## config.mk

```make
export PLATFORM = sky130hd
export DESIGN_NAME = mobile_button_events
export DESIGN_NICKNAME = d
export VERILOG_FILES = /design/src/rtl/mobile_button_events.sv
export SDC_FILE = /design/constraint.sdc
export NUM_CORES = 1
export LEC_CHECK = 0
export ABC_AREA = 1
export CORE_MARGIN = 5
export CORE_UTILIZATION = 35
export CTS_CLUSTER_DIAMETER = 40
export DETAILED_ROUTE_END_ITERATION = 8
export REMOVE_ABC_BUFFERS = 1
export SKIP_LAST_GASP = 1
export SYNTH_ARGS = -nofsm -noshare
export SYNTH_HDL_FRONTEND = slang
export SYNTH_SLANG_ARGS = --single-unit
```

## constraint.sdc

```tcl
create_clock -name clk -period 5.9 [get_ports clk]
set_input_delay 0.885 -clock clk [delete_from_list [all_inputs] [get_ports clk]]
set_output_delay 0.885 -clock clk [all_outputs]
set_load 0.02 [all_outputs]
```

## src/rtl/mobile_button_events.sv

```systemverilog
// Button event peripheral: 2-flop sync, per-bit debounce and change detect into a show-ahead event FIFO.
// Events are pushed on the edge btn_state changes; a push into a full FIFO without a pop is dropped and sets overflow.
module mobile_button_events #(
  parameter int DEBOUNCE_CYCLES = 500000,
  parameter int CNT_W           = 20,
  parameter int FIFO_DEPTH      = 4,
  parameter int PTR_W           = 2
) (
  input  logic             clk,
  input  logic             reset,
  input  logic [7:0]       btn_in,
  output logic [7:0]       btn_state,
  output logic             evt_valid,
  output logic [15:0]      evt_data,
  input  logic             evt_pop,
  output logic [PTR_W:0]   evt_count,
  output logic             overflow,
  input  logic             ovf_clr
);

  localparam logic [CNT_W-1:0] CNT_LAST = CNT_W'(DEBOUNCE_CYCLES - 1);
  localparam logic [PTR_W:0]   FULL_CNT = (PTR_W + 1)'(FIFO_DEPTH);

  logic [7:0]       r_s1;
  logic [7:0]       r_s2;
  logic [7:0]       r_state;
  logic [CNT_W-1:0] r_cnt [8];
  logic [15:0]      r_mem [FIFO_DEPTH];
  logic [PTR_W-1:0] r_wr_ptr;
  logic [PTR_W-1:0] r_rd_ptr;
  logic [PTR_W:0]   r_count;
  logic             r_ovf;

  logic [7:0]       w_state_next;
  logic [CNT_W-1:0] w_cnt_next [8];
  logic [7:0]       w_mask;
  logic             w_push;
  logic             w_pop;
  logic             w_full;
  logic             w_wr_en;

  // cnt==0 is the STABLE state; any nonzero count means COUNTING
  always_comb begin
    w_state_next = r_state;
    for (int i = 0; i < 8; i++) begin
      w_cnt_next[i] = '0;
      if (r_s2[i] != r_state[i]) begin
        if (r_cnt[i] == CNT_LAST) begin
          w_state_next[i] = ~r_state[i];
        end else begin
          w_cnt_next[i] = r_cnt[i] + CNT_W'(1);
        end
      end
    end
  end

  assign w_mask  = w_state_next ^ r_state;
  assign w_push  = |w_mask;
  assign w_pop   = evt_pop && (r_count != '0);
  assign w_full  = (r_count == FULL_CNT);
  assign w_wr_en = w_push && (!w_full || w_pop);

  always_ff @(posedge clk) begin
    if (reset) begin
      r_s1     <= '0;
      r_s2     <= '0;
      r_state  <= '0;
      for (int i = 0; i < 8; i++) r_cnt[i] <= '0;
      r_wr_ptr <= '0;
      r_rd_ptr <= '0;
      r_count  <= '0;
      r_ovf    <= 1'b0;
    end else begin
      r_s1    <= btn_in;
      r_s2    <= r_s1;
      r_state <= w_state_next;
      for (int i = 0; i < 8; i++) r_cnt[i] <= w_cnt_next[i];
      if (w_wr_en) r_wr_ptr <= r_wr_ptr + PTR_W'(1);
      if (w_pop)   r_rd_ptr <= r_rd_ptr + PTR_W'(1);
      if (w_wr_en && !w_pop)      r_count <= r_count + (PTR_W + 1)'(1);
      else if (!w_wr_en && w_pop) r_count <= r_count - (PTR_W + 1)'(1);
      if (w_push && w_full && !w_pop) r_ovf <= 1'b1;
      else if (ovf_clr)               r_ovf <= 1'b0;
    end
  end

  // Storage needs no reset: the count gates everything read out of it
  always_ff @(posedge clk) begin
    if (w_wr_en) r_mem[r_wr_ptr] <= {w_mask, w_state_next};
  end

  assign btn_state = r_state;
  assign evt_valid = (r_count != '0);
  assign evt_data  = evt_valid ? r_mem[r_rd_ptr] : 16'h0000;
  assign evt_count = r_count;
  assign overflow  = r_ovf;

endmodule

```

==> results of run 1 <==
==> area by class of cell <==
cell class	instances	area [um^2]	area share, %
flip-flops and latches	258	5806	41.84
multi-input cells	991	4976	35.86
clock buffers	53	1101	7.934
inverters	224	840.8	6.059
well taps	448	560.5	4.039
repair buffers	46	445.4	3.210
clock inverters	17	147.6	1.064
==> state kept, by name, summed over array words and instances, names as in the netlist, named ones only <==
name / count
r_cnt: 160
r_mem: 64
btn_state: 8
r_s1: 8
r_s2: 8
evt_count: 3
r_rd_ptr: 2
r_wr_ptr: 2
overflow: 1
==> worst max-delay path by stage <==
stage / slack, ns / end / cells past startpoint
after global routing: 1.77 / evt_data[14] / 5
after floorplan: 3.35 / evt_data[14] / 3
final: 2.07 / evt_data[12] / 5
after detailed placement: 2.46 / r_cnt[0][12] / 6
after global placement: 2.52 / r_cnt[1][53] / 6
after CTS: 1.99 / evt_data[14] / 5
==> worst register-to-register path: cells and delay by family, from the launching register on <==
kind            cells  cell delay (ns)
flops               1             0.34
fa+ha+maj           3             0.75
compound gates      4             0.47
buf+inv             3             0.23
simple gates        8             1.09
==> power groups by stage <==
stage	clock [W]	sequential (W)	combinational, W
global route	0.00232	0.00185	0.000614
detailed placement	0	0.00189	0.000560
floorplan	0	0.00191	0.000266
global placement	0	0.00189	0.000559
CTS	0.00224	0.00185	0.000565
finish	0.00218	0.00185	0.000550
==> metrics by stage <==
step	utilization, %	area, um^2	std cells	total power (W)	hold WS, ns
6_report	41.59	13880	2037	0.004578	0.3896
3_3_place_gp	37.85	12630	1967	0.002445	0.3904
3_5_place_dp	37.85	12630	1967	0.002447	0.3949
2_1_floorplan	-	11620	1473	0.002177	0.3883
4_1_cts	41.59	13880	2037	0.004651	0.3932
5_1_grt	41.59	13880	2037	0.004784	0.4001
==> per-layer routing <==
layer,wire (um),track usage [%],up-vias
li1,-,-,4889
met1,11560,17.13,4187
met5,0,0,-
met4,796,4.852,0
met3,1150,3.096,54
met2,10930,20.94,120
==> logic make-up (layout without fill, tap and decap cells) <==
kind of cell,after synthesis,count (layout),synth area share [%]
XOR/XNOR,65,65,4.841
AO/OA/AOI/OAI,158,158,7.225
buffers and inverters,253,340,8.310
flip-flops,258,258,49.37
adder cells (fa/ha/maj),14,14,1.554
AND/OR/NAND/NOR,754,754,28.70
==> synthesized netlist by cell type (all sizes together), types with 4 or more instances <==
library cell	instances	area share, %
or2	14	0.77
nand2	257	8.4
nor3	50	2.6
o21ai	55	2.3
xor2	56	4.2
o21a	14	0.89
edfxtp	64	16
nor2	313	10
inv	223	7.1
o21bai	4	0.26
nor4	4	0.21
ha	13	1.4
nand3	68	3.2
a21oi	76	3.2
a31oi	7	0.37
nand4	27	1.6
buf	18	0.81
dfxtp	194	33
nor3b	18	1.3
xnor2	9	0.67
clkbuf	11	0.35
==> run_results.csv, run 1 <==
group,metric,value,unit
sta,worstMarginPinSlew,0.8238,ns
pwr,ir_worst_vdd,0.0001767,V
clock_network,cts_root_buf,"clkbuf_16",
drt,vias,9250,
finish,drive_gt1_share,7.804,%
pwr,p_comb_share,12.0,%
logic_synthesis,synth.yosys.seq_area_share,49.37,%
floorplan,io_pins,41,
critical_path,worstSetupPathType,"flop to output pin",
floorplan,die_height,193.3,um
sta,finalSetupViolCount,0,
sta,finClkSkew,0.02001,ns
global_route,antenna_found_initial,0,
finish,fillers,3429,
sta,hold_viol_final,0,
logic_synthesis,synthArstFlopShare,0,%
finish,layout_commonest_cell,"nor2_1",
drt,drc,0,
sta,slew_viol_final,0,
finish,fin_nets,1586,
pwr,p_leak,5.253,nW
critical_path,cp_max_fo,17,
critical_path,cp_num_buf_inv,2,
logic_synthesis,synthDistinctLibCells,42,
finish,final_cell_mix,"nor2_1, nand2_1, inv_1, dfxtp_1, a21oi_1",
sta,post-route-period-util,64.98,%
critical_path,reg2reg_from,"r_cnt[1][60]",
clock_network,clk_pin_slew,0.06,ns
pwr,switching_share,26.13,%
sta,timing.final.ws_setup,2.066,ns
placed_design,pre_cts_ws,2.462,ns
critical_path,r2r-end,"evt_count[2]",
critical_path,endpoint_kind,"output pin",
floorplan,dieArea,37360,um^2
logic_synthesis,synthCells,1502,
critical_path,reg2reg_slack,2.93,ns
global_route,track_usage,13.02,%
placed_design,routabilityCongestion,0.8164,
clock_network,clock-sinks,258,
critical_path,r2r_cells,18,
floorplan,core-area,33360,um^2
global_route,grt_overflow_total,0,
pwr,powerDensity,329.9,nW/um^2
global_route,grt_pass1_wl,41890,um
pwr,p_seq_share,40.4,%
sta,period_needed,3.834,ns
drt,finalWirelength,24430,um
finish,antenna_cells,0,
min_path,hp-class,"flop to flop",
logic_synthesis,ys.flop_type,"dfxtp_1",
drt,wire_per_inst,11.99,um
min_path,hold_depth,2,
sta,rsz0062_at_grt,"false",
drt,drtPass1Iterations,5,
pwr,power_frac_clock,47.5,%
critical_path,cp_slowest_cell,"dfxtp_1",
drt,drtIter0Drc,421,
critical_path,crit_family,"buffers and inverters",
run,drv_cap,0,
clock_network,postCtsHoldBufs,0,
pwr,p_int,0.003382,W
placed_design,hpwl,17050,um
logic_synthesis,synth_edf_count,64,
clock_network,insertion_delay,0.52,ns
clock_network,cts_made_buffers,39,
floorplan,die_w,193.3,um
critical_path,startpoint_type,"flop",
clock_network,htree_num_levels,2,
clock_network,clockBufferDepth,3,
min_path,hold_path_end,"r_s2[6]",
logic_synthesis,synthesis.area,11760,um^2
critical_path,crit_chain,"inv_1 > nor2_1 > o21ai_0 > a21oi_1 > clkdlybuf4s50_1",
sta,relSlewSlack,45.02,%
clock_network,cts_setup_buffers,0,
floorplan,initial_utilization,35.24,%
sta,clock.fmax,0.2608,GHz
finish,area_growth,18.01,%
critical_path,cp.required,5.02,ns
critical_path,arrival,2.95,ns
critical_path,max_stage_delay,0.71,ns
floorplan,rows,67,
outcome,outcome,"finished, final reports clean",
drt,ant_nets,0,
clock_network,cts_resized,0,
min_path,holdCritStartpoint,"r_s1[6]",
drt,viasPerCell,4.541,
global_route,grt_max_degree,34,
clock_network,cts_tree,"built",
placed_design,portBuffers,40,
logic_synthesis,yosys_warnings,0,
logic_synthesis,ys_ff_latch,258,
global_route,grt_pass1_vias,8876,
pwr,power_switching,0.001196,W
sta,fin_setup_tns,0,ns
logic_synthesis,avgSynthCellArea,7.829,um^2
No activity file was read; power rests on OpenSTA's default activity.
==> run 2, diff against run 1 <==
==> constraint.sdc (replaced) <==
create_clock -name clk -period 3.6 [get_ports clk]
set_input_delay 0.54 -clock clk [delete_from_list [all_inputs] [get_ports clk]]
set_output_delay 0.54 -clock clk [all_outputs]
set_load 0.02 [all_outputs]
==> run 2 against run 1 <==
  * Clock-buffer cell count decreased by 8
  * Routed wire length grew 1.6%
  * Critical path depth did not move
  * Non-clock buffer count increased by 4
  * Via count decreased by 0.96%
  * Die area unchanged
  * First-iteration DRC count shrank 8.3%
  * Register-to-register slack got worse by 2.3 ns
  * Sequential share of layout area is 0.63 points lower
  * Clock power rose by 85%
  * Clock skew increased by 0.0011 ns
  * Highest routed layer unchanged
==> run_results.csv, run 2 (synthesis results as in run 1) <==
group,metric,value,unit
pwr,ir_worst_vdd,0.0003036,V
clock_network,htree_num_levels,2,
floorplan,die_height,193.3,um
pwr,switching_share,27.27,%
run,drv_cap,0,
drt,drc,0,
min_path,hp-class,"flop to flop",
pwr,p_seq_share,38.0,%
drt,viasPerCell,4.478,
drt,wire_per_inst,12.13,um
pwr,p_leak,5.366,nW
critical_path,worstSetupPathType,"flop to output pin",
clock_network,cts_setup_buffers,0,
finish,area_growth,19.86,%
finish,antenna_cells,0,
global_route,grt_pass1_wl,41390,um
sta,worstMarginPinSlew,0.8324,ns
critical_path,crit_family,"buffers and inverters",
clock_network,cts_made_buffers,41,
drt,drtPass1Iterations,4,
sta,slew_viol_final,0,
pwr,p_comb_share,11.7,%
sta,finClkSkew,0.02106,ns
critical_path,cp_max_fo,18,
finish,regArea,5807,um^2
critical_path,arrival,2.70,ns
sta,relSlewSlack,44.35,%
critical_path,crit_chain,"inv_1 > buf_4 > o21ai_0 > a21oi_1 > clkdlybuf4s50_1",
finish,largest_register_ffs,160,
global_route,grt_overflow_total,0,
floorplan,io_pins,41,
sta,post-route-period-util,90.05,%
floorplan,dieArea,37360,um^2
sta,fin_setup_tns,0,ns
clock_network,insertion_delay,0.54,ns
finish,fin_nets,1592,
critical_path,max_stage_delay,0.56,ns
placed_design,portBuffers,40,
drt,finalWirelength,24810,um
global_route,grt_max_degree,27,
finish,reg_top3,"r_cnt: 160 flops, r_mem: 64 flops",
sta,finalSetupViolCount,0,
clock_network,cts_resized,0,
pwr,powerDensity,568.9,nW/um^2
sta,hold_viol_final,0,
placed_design,hpwl,17300,um
finish,final_cell_mix,"nor2_1, nand2_1, inv_1, dfxtp_1, a21oi_1",
finish,final_area,14090,um^2
critical_path,endpoint_kind,"output pin",
global_route,antenna_found_initial,0,
clock_network,clockBufferDepth,3,
sta,period_needed,3.242,ns
placed_design,routabilityCongestion,0.8248,
floorplan,initial_utilization,35.24,%
critical_path,cp.required,3.06,ns
critical_path,cp_slowest_cell,"clkdlybuf4s50_1",
clock_network,cts_root_buf,"clkbuf_16",
floorplan,rows,67,
placed_design,place_area,12660,um^2
finish,top_register,"r_cnt",
critical_path,startpoint_type,"flop",
finish,drive_gt1_share,8.949,%
clock_network,clk_pin_slew,0.06,ns
drt,vias,9161,
drt,ant_nets,0,
finish,fillers,3369,
finish,multiInputGateArea,4976,um^2
critical_path,cp_num_buf_inv,3,
pwr,p_int,0.005831,W
floorplan,core-area,33360,um^2
global_route,grt_pass1_vias,8743,
floorplan,die_w,193.3,um
clock_network,cts_tree,"built",
clock_network,postCtsHoldBufs,0,
sta,clock.fmax,0.3085,GHz
pwr,power_frac_clock,50.3,%
pwr,power_switching,0.002186,W
finish,postLayoutCoreUtil,42.24,%
global_route,track_usage,13.13,%
drt,drtIter0Drc,386,
outcome,outcome,"finished, final reports clean",
sta,rsz0062_at_grt,"false",
finish,layout_commonest_cell,"nor2_1",
clock_network,clock-sinks,258,
==> run 2: path summary, 6_finish.rpt <==
path                      from           end  slack [ns]  cells after the start
setup reg to reg  r_cnt[1][40]  evt_count[2]        0.65                     18
setup / recovery          flop  evt_data[15]        0.36                      5
hold / removal         r_s1[7]       r_s2[7]        0.40                      2
hold reg to reg        r_s1[7]       r_s2[7]        0.40                      2
==> run 2: area by class of cell <==
class	instances	area share, %
timing repair buffer	50	3.374
inverter	224	5.993
clock buffer	45	7.457
sequential	258	41.20
clock inverter	30	2.690
multi-input combinational	991	35.31
tap	448	3.977
==> run 2: power by group through the flow <==
stage                     Sequential, W  Combinational, W  Clock, W
final                           0.00305          0.000938   0.00403
after detailed placement        0.00311          0.000950         0
after global placement          0.00310          0.000948         0
after CTS                       0.00305          0.000955   0.00415
after floorplan                 0.00313          0.000436         0
after global routing            0.00306           0.00104   0.00429
==> run 2: metal layers <==
| metal | wire, um | vias to the layer above | GRT usage (%) |
|---|---|---|---|
| li1 | - | 4907 | - |
| met1 | 11800 | 4097 | 17.19 |
| met2 | 11250 | 107 | 21.42 |
| met3 | 1221 | 50 | 3.340 |
| met4 | 540 | 0 | 4.144 |
| met5 | 0 | - | 0 |
==> run 2: through the flow <==
step	hold slack, ns	worst slack [ns]	power, W	cells
global route	0.4195	0.1840	0.008381	2046
detailed placement	0.3947	0.6429	0.004059	1971
global placement	0.3906	0.6685	0.004053	1971
CTS	0.4042	0.04302	0.008154	2046
floorplan	0.3883	1.109	0.003569	1473
finish	0.4017	0.3581	0.008017	2046
==> run 2: tightest hold or removal path, stage by stage, from the launching register on <==
cell and delay [ns]:
dfxtp_1 0.29, inv_1 0.04, nor2_1 0.03
==> run 3, diff against run 2 <==
--- a/config.mk
+++ b/config.mk
@@ -12,6 +12,7 @@
 export DETAILED_ROUTE_END_ITERATION = 8
 export REMOVE_ABC_BUFFERS = 1
 export SKIP_LAST_GASP = 1
+export SLEW_MARGIN = 20
 export SYNTH_ARGS = -nofsm -noshare
 export SYNTH_HDL_FRONTEND = slang
 export SYNTH_SLANG_ARGS = --single-unit
==> results of run 3 <==
Final layout, timing and power as in run 2 (identical DEF).
